$ cat src/rtl/fetch_pkg.sv
// Shared types and constants for the instruction fetch unit.
package fetch_pkg;

   typedef enum logic [1:0] {
      S_IDLE  = 2'd0,
      S_FETCH = 2'd1,
      S_VALID = 2'd2,
      S_DROP  = 2'd3
   } fetch_state_e;

   localparam logic [31:0] INSTR_BYTES = 32'd4;
   localparam logic [31:0] NOP_DEFAULT = 32'h0000_0013;

endpackage

$ cat src/rtl/fetch_if.sv
// Instruction-memory request/acknowledge bus between the fetch unit and memory.
interface fetch_if;

   logic        imem_req;
   logic [31:0] imem_addr;
   logic        imem_ack;
   logic [31:0] imem_rdata;

   modport master (output imem_req, output imem_addr, input imem_ack, input imem_rdata);
   modport slave  (input imem_req, input imem_addr, output imem_ack, output imem_rdata);

endinterface

$ cat src/rtl/pc_next.sv
// Next-PC adder: sequential PC+4 or branch target PC+ImmOp, 32-bit wraparound.
module pc_next
   import fetch_pkg::*;
(
   input  logic [31:0] pc_i,
   input  logic        branch_i,
   input  logic [31:0] imm_i,
   output logic [31:0] next_o
);

   assign next_o = branch_i ? (pc_i + imm_i) : (pc_i + INSTR_BYTES);

endmodule

$ cat src/rtl/fetch_unit.sv
// Instruction fetch unit: IDLE/FETCH/VALID/DROP FSM feeding decode.
// Define FETCH_PREFETCH_EN to prefetch PC+4 in VALID through a one-entry buffer.
module fetch_unit
   import fetch_pkg::*;
#(
   parameter logic [31:0] RESET_PC  = 32'h0000_0000,
   parameter logic [31:0] NOP_INSTR = NOP_DEFAULT
) (
   input  logic        clk,
   input  logic        rst,
   input  logic        stall,
   input  logic        PCsrc,
   input  logic [31:0] ImmOp,
   fetch_if.master     imem,
   output logic [31:0] Instr,
   output logic        instr_valid,
   output logic [31:0] PC
);

   fetch_state_e state_q, state_d;
   logic [31:0]  pc_q, pc_d;
   logic [31:0]  instr_q, instr_d;
   logic [31:0]  addr_q, addr_d;
   logic [31:0]  pc_tgt;
   logic         consume;
`ifdef FETCH_PREFETCH_EN
   logic [31:0]  buf_q, buf_d;
   logic         buf_vld_q, buf_vld_d;
   logic [31:0]  tgt_q, tgt_d;
   logic         pf_ack;
`endif

   assign consume = (state_q == S_VALID) && !stall;

   pc_next u_pc_next (
      .pc_i     (pc_q),
      .branch_i (PCsrc),
      .imm_i    (ImmOp),
      .next_o   (pc_tgt)
   );

   always_ff @(posedge clk or negedge rst) begin
      if (!rst) begin
         state_q   <= S_IDLE;
         pc_q      <= RESET_PC;
         instr_q   <= NOP_INSTR;
         addr_q    <= RESET_PC;
`ifdef FETCH_PREFETCH_EN
         buf_vld_q <= 1'b0;
`endif
      end else begin
         state_q   <= state_d;
         pc_q      <= pc_d;
         instr_q   <= instr_d;
         addr_q    <= addr_d;
`ifdef FETCH_PREFETCH_EN
         buf_vld_q <= buf_vld_d;
`endif
      end
   end

`ifdef FETCH_PREFETCH_EN
   // Buffer word and pending branch target are qualified by buf_vld_q / state, so no reset.
   always_ff @(posedge clk) begin
      buf_q <= buf_d;
      tgt_q <= tgt_d;
   end

   assign pf_ack = !buf_vld_q && imem.imem_ack;
`endif

   always_comb begin
      state_d   = state_q;
      pc_d      = pc_q;
      instr_d   = instr_q;
      addr_d    = addr_q;
`ifdef FETCH_PREFETCH_EN
      buf_d     = buf_q;
      buf_vld_d = buf_vld_q;
      tgt_d     = tgt_q;
`endif
      unique case (state_q)
         S_IDLE: state_d = S_FETCH;
         S_FETCH: begin
            if (imem.imem_ack) begin
               state_d = S_VALID;
               instr_d = imem.imem_rdata;
               pc_d    = addr_q;
`ifdef FETCH_PREFETCH_EN
               addr_d  = addr_q + INSTR_BYTES;
`endif
            end
         end
         S_VALID: begin
`ifdef FETCH_PREFETCH_EN
            // addr_q holds PC+4 here: it is the prefetch address while in VALID.
            if (consume && PCsrc) begin
               buf_vld_d = 1'b0;
               if (pf_ack || buf_vld_q) begin
                  state_d = S_FETCH;
                  addr_d  = pc_tgt;
               end else begin
                  state_d = S_DROP;
                  tgt_d   = pc_tgt;
               end
            end else if (consume) begin
               if (buf_vld_q) begin
                  instr_d   = buf_q;
                  pc_d      = pc_tgt;
                  buf_vld_d = 1'b0;
                  addr_d    = pc_tgt + INSTR_BYTES;
               end else if (pf_ack) begin
                  instr_d = imem.imem_rdata;
                  pc_d    = addr_q;
                  addr_d  = addr_q + INSTR_BYTES;
               end else begin
                  state_d = S_FETCH;
               end
            end else if (pf_ack) begin
               buf_d     = imem.imem_rdata;
               buf_vld_d = 1'b1;
            end
`else
            if (consume) begin
               state_d = S_FETCH;
               addr_d  = pc_tgt;
            end
`endif
         end
`ifdef FETCH_PREFETCH_EN
         S_DROP: begin
            if (imem.imem_ack) begin
               state_d = S_FETCH;
               addr_d  = tgt_q;
            end
         end
`endif
         default: state_d = S_IDLE;
      endcase
   end

   always_comb begin
      imem.imem_req = 1'b0;
      instr_valid   = (state_q == S_VALID);
      unique case (state_q)
         S_FETCH: imem.imem_req = 1'b1;
`ifdef FETCH_PREFETCH_EN
         S_DROP:  imem.imem_req = 1'b1;
         S_VALID: imem.imem_req = !buf_vld_q;
`endif
         default: imem.imem_req = 1'b0;
      endcase
   end

   assign imem.imem_addr = addr_q;
   assign Instr          = instr_q;
   assign PC             = pc_q;

endmodule

$ cat src/flat_wrapper.sv
// flat-port wrapper written by rule: the top's interface ports become plain ports
module fetch_unit_flat import fetch_pkg::*;
#(
   parameter logic [31:0] RESET_PC  = 32'h0000_0000,
   parameter logic [31:0] NOP_INSTR = NOP_DEFAULT
)
  (clk, rst, stall, PCsrc, ImmOp, Instr, instr_valid, PC, imem_imem_req, imem_imem_addr, imem_imem_ack, imem_imem_rdata);
  fetch_if imem_i ();
  input  logic clk;
  input  logic rst;
  input  logic stall;
  input  logic PCsrc;
  input  logic [31:0] ImmOp;
  output logic [31:0] Instr;
  output logic instr_valid;
  output logic [31:0] PC;
  output wire logic [$bits(imem_i.imem_req)-1:0] imem_imem_req;
  output wire logic [$bits(imem_i.imem_addr)-1:0] imem_imem_addr;
  input wire logic [$bits(imem_i.imem_ack)-1:0] imem_imem_ack;
  input wire logic [$bits(imem_i.imem_rdata)-1:0] imem_imem_rdata;
  assign imem_imem_req = imem_i.imem_req;
  assign imem_imem_addr = imem_i.imem_addr;
  assign imem_i.imem_ack = imem_imem_ack;
  assign imem_i.imem_rdata = imem_imem_rdata;
  fetch_unit #(.RESET_PC(RESET_PC), .NOP_INSTR(NOP_INSTR)) u_core (.clk(clk), .rst(rst), .stall(stall), .PCsrc(PCsrc), .ImmOp(ImmOp), .imem(imem_i), .Instr(Instr), .instr_valid(instr_valid), .PC(PC));
endmodule
$ cat config.mk
export PLATFORM = sky130hd
export DESIGN_NAME = fetch_unit_flat
export DESIGN_NICKNAME = d
export VERILOG_FILES = /design/src/rtl/fetch_pkg.sv /design/src/rtl/fetch_if.sv /design/src/rtl/pc_next.sv /design/src/rtl/fetch_unit.sv /design/src/flat_wrapper.sv
export SDC_FILE = /design/constraint.sdc
export NUM_CORES = 1
export LEC_CHECK = 0
export ABC_CLOCK_PERIOD_IN_PS = 3600
export BUFFER_PORTS_ARGS = -buffer_cell sky130_fd_sc_hd__buf_2
export CORE_MARGIN = 2
export CORE_UTILIZATION = 54
export DETAILED_ROUTE_END_ITERATION = 10
export PLACE_DENSITY = 0.87
export SYNTH_ARGS = -nofsm -noshare
export SYNTH_HDL_FRONTEND = slang
export SYNTH_HIERARCHICAL = 1
export SYNTH_SLANG_ARGS = --single-unit
$ cat constraint.sdc
create_clock -name clk -period 3.6 [get_ports clk]
set_clock_uncertainty 0.15 [all_clocks]
set_input_delay 0.54 -clock clk [delete_from_list [all_inputs] [get_ports clk]]
set_output_delay 0.54 -clock clk [all_outputs]
set_load 0.03 [all_outputs]
==> impl_metrics.ini <==
[outcome]
outcome = complete, no violations

[clock_network]
cts_tree = built
cts.clk_slew.worst_paths_ns = 0.08
clock_sinks = 98
htreeDepth = 3
ctsHoldBuffers = 0
cts_resized = 0
clock_latency_ns = 0.36
clk_path_buf_depth = 2
cts_setup_buffers = 0
root_buffer = clkbuf_16
cts_buffers = 9

[timing]
period_minus_slack_ns = 3.37
setup_viol = 0
slew_violations = 0
timing.fmax_mhz = 297
rsz0062_at_grt = no
final_hold_viol_count = 0
period_share = 0.936
worst_pin_slew_ns = 0.956
setup_tns_ns = 0
relSlewSlack = 0.362

[global_routing]
grt_max_degree = 43
gr-total-overflow = 0
grt_pass1_vias = 5376
grt_pass1_wl_microns = 26100
antenna_found_initial = 0
grt_usage = 0.258

[floorplanning]
coreArea_sq_um = 11300
die_w_microns = 111
fp.dieH_microns = 111
die_area_sq_um = 12300
start_util = 0.547
num_rows = 39
io_pins = 167

[yosys]
synth-main-ff-cell = dfrtp_1
synth.area.mux_share = 0.181
synth_compound_area_frac = 0.144
synthAdderAreaFrac = 0.0682
synth_seq_cells = 98
yosys_warnings = 6
synth-xor-area-share = 0.0725
syn_nets = 685
ys_async_sr_fraction = 1.00
synth_area_sq_um = 6160
synth_cell_types = 58
synth_edf_count = 0
netlist.area_leader.share = 0.386
synth_top_cell_by_area = dfrtp_1
synth-seq-area-share = 0.399
syn_area_per_cell_sq_um = 10.6
synth_top_family_by_area = multiplexers
synth-simple-area-share = 0.104
synth_cells = 583
ys_top_cells_by_area = dfrtp_1, mux2_2, ha_1

[critical_path]
end_kind = flop
cpMostUsedCell = a211oi_2
crit_start = u_core/PC[0]$_DFFE_PN0P_
r2r_setup_slack_ns = 0.23
critPathKind = flop to flop
critPathLaunchType = flop
reg2reg_to = u_core/imem.imem_addr[30]$_DFFE_PN0P_
worst-path-buf-inv = 0
cp.depth = 11
endpoint = u_core/imem.imem_addr[30]$_DFFE_PN0P_
reg2regPathDepth = 11
r2r-start = u_core/PC[0]$_DFFE_PN0P_
critPathSlowestCell = fa_1
worstPathCellList = ha_1, fa_1, a211oi_2, o21bai_2, o2111ai_2, a21oi_2, a211oi_2, o21ai_1, a2111o_1, o221a_2, mux2_2
worstPathMaxFanout = 4
arrival_ns = 3.47
crit_path_max_incr_delay_ns = 0.44
cp_top_family = compound AO/OA/AOI/OAI gates
required_ns = 3.70

[pwr]
p_seq_frac = 0.284
combPwrFrac = 0.584
switching_share = 0.483
leakagePower_nw = 3.53
power_switching_mw = 3.76
p_int_mw = 4.03
p_clk_frac = 0.132
vdd_ir_drop_max_uv = 685
p_per_area_nw_per_um2 = 1050

[cells_and_area]
drive_gt1_frac = 0.411
final_nets = 848
instances_no_fill = 894
fillers = 850
syn_to_final_growth_pct = 20.3
antenna_cells = 0

[placement]
place.port_buffers = 166
dp.final_hpwl_microns = 11500
gp_congestion = 0.933
post-place-cells = 878

[detailed_routing]
vias_per_cell = 5.85
first_pass_iters = 7
ant_nets = 0
vias = 5228
wl_per_cell_microns = 17.4
drtIter0Drc = 319
drt_wl_total_microns = 15500
drc = 0

[job]
max_cap_viol_count = 0

[min_path]
worstHoldPathType = input port to asynchronous set/reset pin
==> power groups by stage <==
stage / Combinational, mW / Sequential, mW / Clock (mW)
floorplan: 2.34 / 3.19 / 0
global placement: 4.35 / 2.18 / 0
detailed placement: 4.48 / 2.22 / 0
CTS: 4.52 / 2.21 / 1.05
global route: 4.87 / 2.31 / 1.08
finish: 4.55 / 2.22 / 1.02
==> Yosys cell counts, drive strengths merged, types with 3 or more instances <==
master / number
o21ai: 27
or3: 4
dfstp: 3
and3: 6
clkbuf: 8
dfrtp: 95
ha: 32
nor2: 37
mux2: 99
nand4: 6
nor3: 6
a211oi: 10
o21a: 4
inv: 12
a21o: 13
a21oi: 48
a31oi: 3
xnor2: 31
nand2: 42
and4: 3
o21bai: 7
xor2: 20
nand3: 16
a211o: 3
nor2b: 3
buf: 14
nand2b: 3
o211ai: 3
==> state kept, by name, summed over array words and instances (netlist names) <==
name                   count
u_core/Instr              32
u_core/imem.imem_addr     32
u_core/PC                 32
u_core/state_q             2
==> per-layer routing <==
| metal | vias to the layer above | wire, microns | GRT usage |
|---|---|---|---|
| met5 | - | 0 | 0 |
| met4 | 0 | 411 | 0.104 |
| met3 | 41 | 1050 | 0.0640 |
| met2 | 228 | 7680 | 0.434 |
| met1 | 2513 | 6380 | 0.319 |
| li1 | 2446 | - | - |
==> kinds of logic after synthesis <==
logic type | after synthesis
muxes | 99
DFF | 98
AOI/OAI and AO/OA | 134
buffers and inverters | 34
xor gates and xnor gates | 51
adders and majority gates | 33
and+or+nand+nor | 134
==> layout make-up <==
| cell class | count | area [sq um] | share of cell area |
|---|---|---|---|
| Clock inverter | 7 | 90.1 | 0.0122 |
| Tap cell | 143 | 179 | 0.0241 |
| Inverter | 12 | 45.0 | 0.00608 |
| Clock buffer | 9 | 225 | 0.0304 |
| Sequential cell | 98 | 2460 | 0.331 |
| Multi-Input combinational cell | 451 | 3510 | 0.474 |
| Timing Repair Buffer | 174 | 906 | 0.122 |
==> worst min path at each step <==
| stage | endpoint | cells past startpoint | start | slack (ns) |
|---|---|---|---|---|
| finish | u_core/imem.imem_addr[6]$_DFFE_PN0P_ | 1 | rst | 0.01 |
| global route | u_core/PC[7]$_DFFE_PN0P_ | 1 | rst | 0.05 |
| CTS | u_core/PC[2]$_DFFE_PN0P_ | 1 | rst | 0.02 |
| detailed placement | u_core/Instr[19]$_DFFE_PN0P_ | 1 | u_core/Instr[19]$_DFFE_PN0P_ | 0.34 |
| global placement | u_core/Instr[6]$_DFFE_PN0P_ | 1 | u_core/Instr[6]$_DFFE_PN0P_ | 0.33 |
| floorplan | u_core/Instr[10]$_DFFE_PN0P_ | 0 | rst | 0.09 |
==> stage by stage <==
| step | setup slack (ns) | util | instance area [sq um] | hold slack (ns) | power, mW |
|---|---|---|---|---|---|
| floorplan | 0.271 | - | 6160 | 0.0944 | 5.53 |
| global placement | 0.0168 | 0.630 | 7100 | 0.334 | 6.54 |
| detailed placement | 0.000341 | 0.630 | 7100 | 0.337 | 6.70 |
| CTS | 0.198 | 0.658 | 7410 | 0.0196 | 7.79 |
| global route | 0.0322 | 0.658 | 7410 | 0.0505 | 8.27 |
| finish | 0.231 | 0.658 | 7410 | 0.0114 | 7.79 |
==> cell usage in the layout (no fill, tap or decap), types with 4 or more instances in the layout <==
cell type,n
clkbuf_16,9
o21ai_1,4
nor2_1,37
mux2_2,99
and3_1,6
o21ai_0,23
or3_1,4
dfrtp_1,95
nor3_1,5
nand3_1,16
xnor2_1,31
nand4_1,6
o21bai_1,6
a211oi_1,7
o21a_1,4
xor2_1,20
buf_4,8
inv_1,12
nand2_1,42
a21oi_1,45
buf_2,165
a21o_1,13
ha_1,32
No activity file was read; power rests on OpenSTA's default activity.
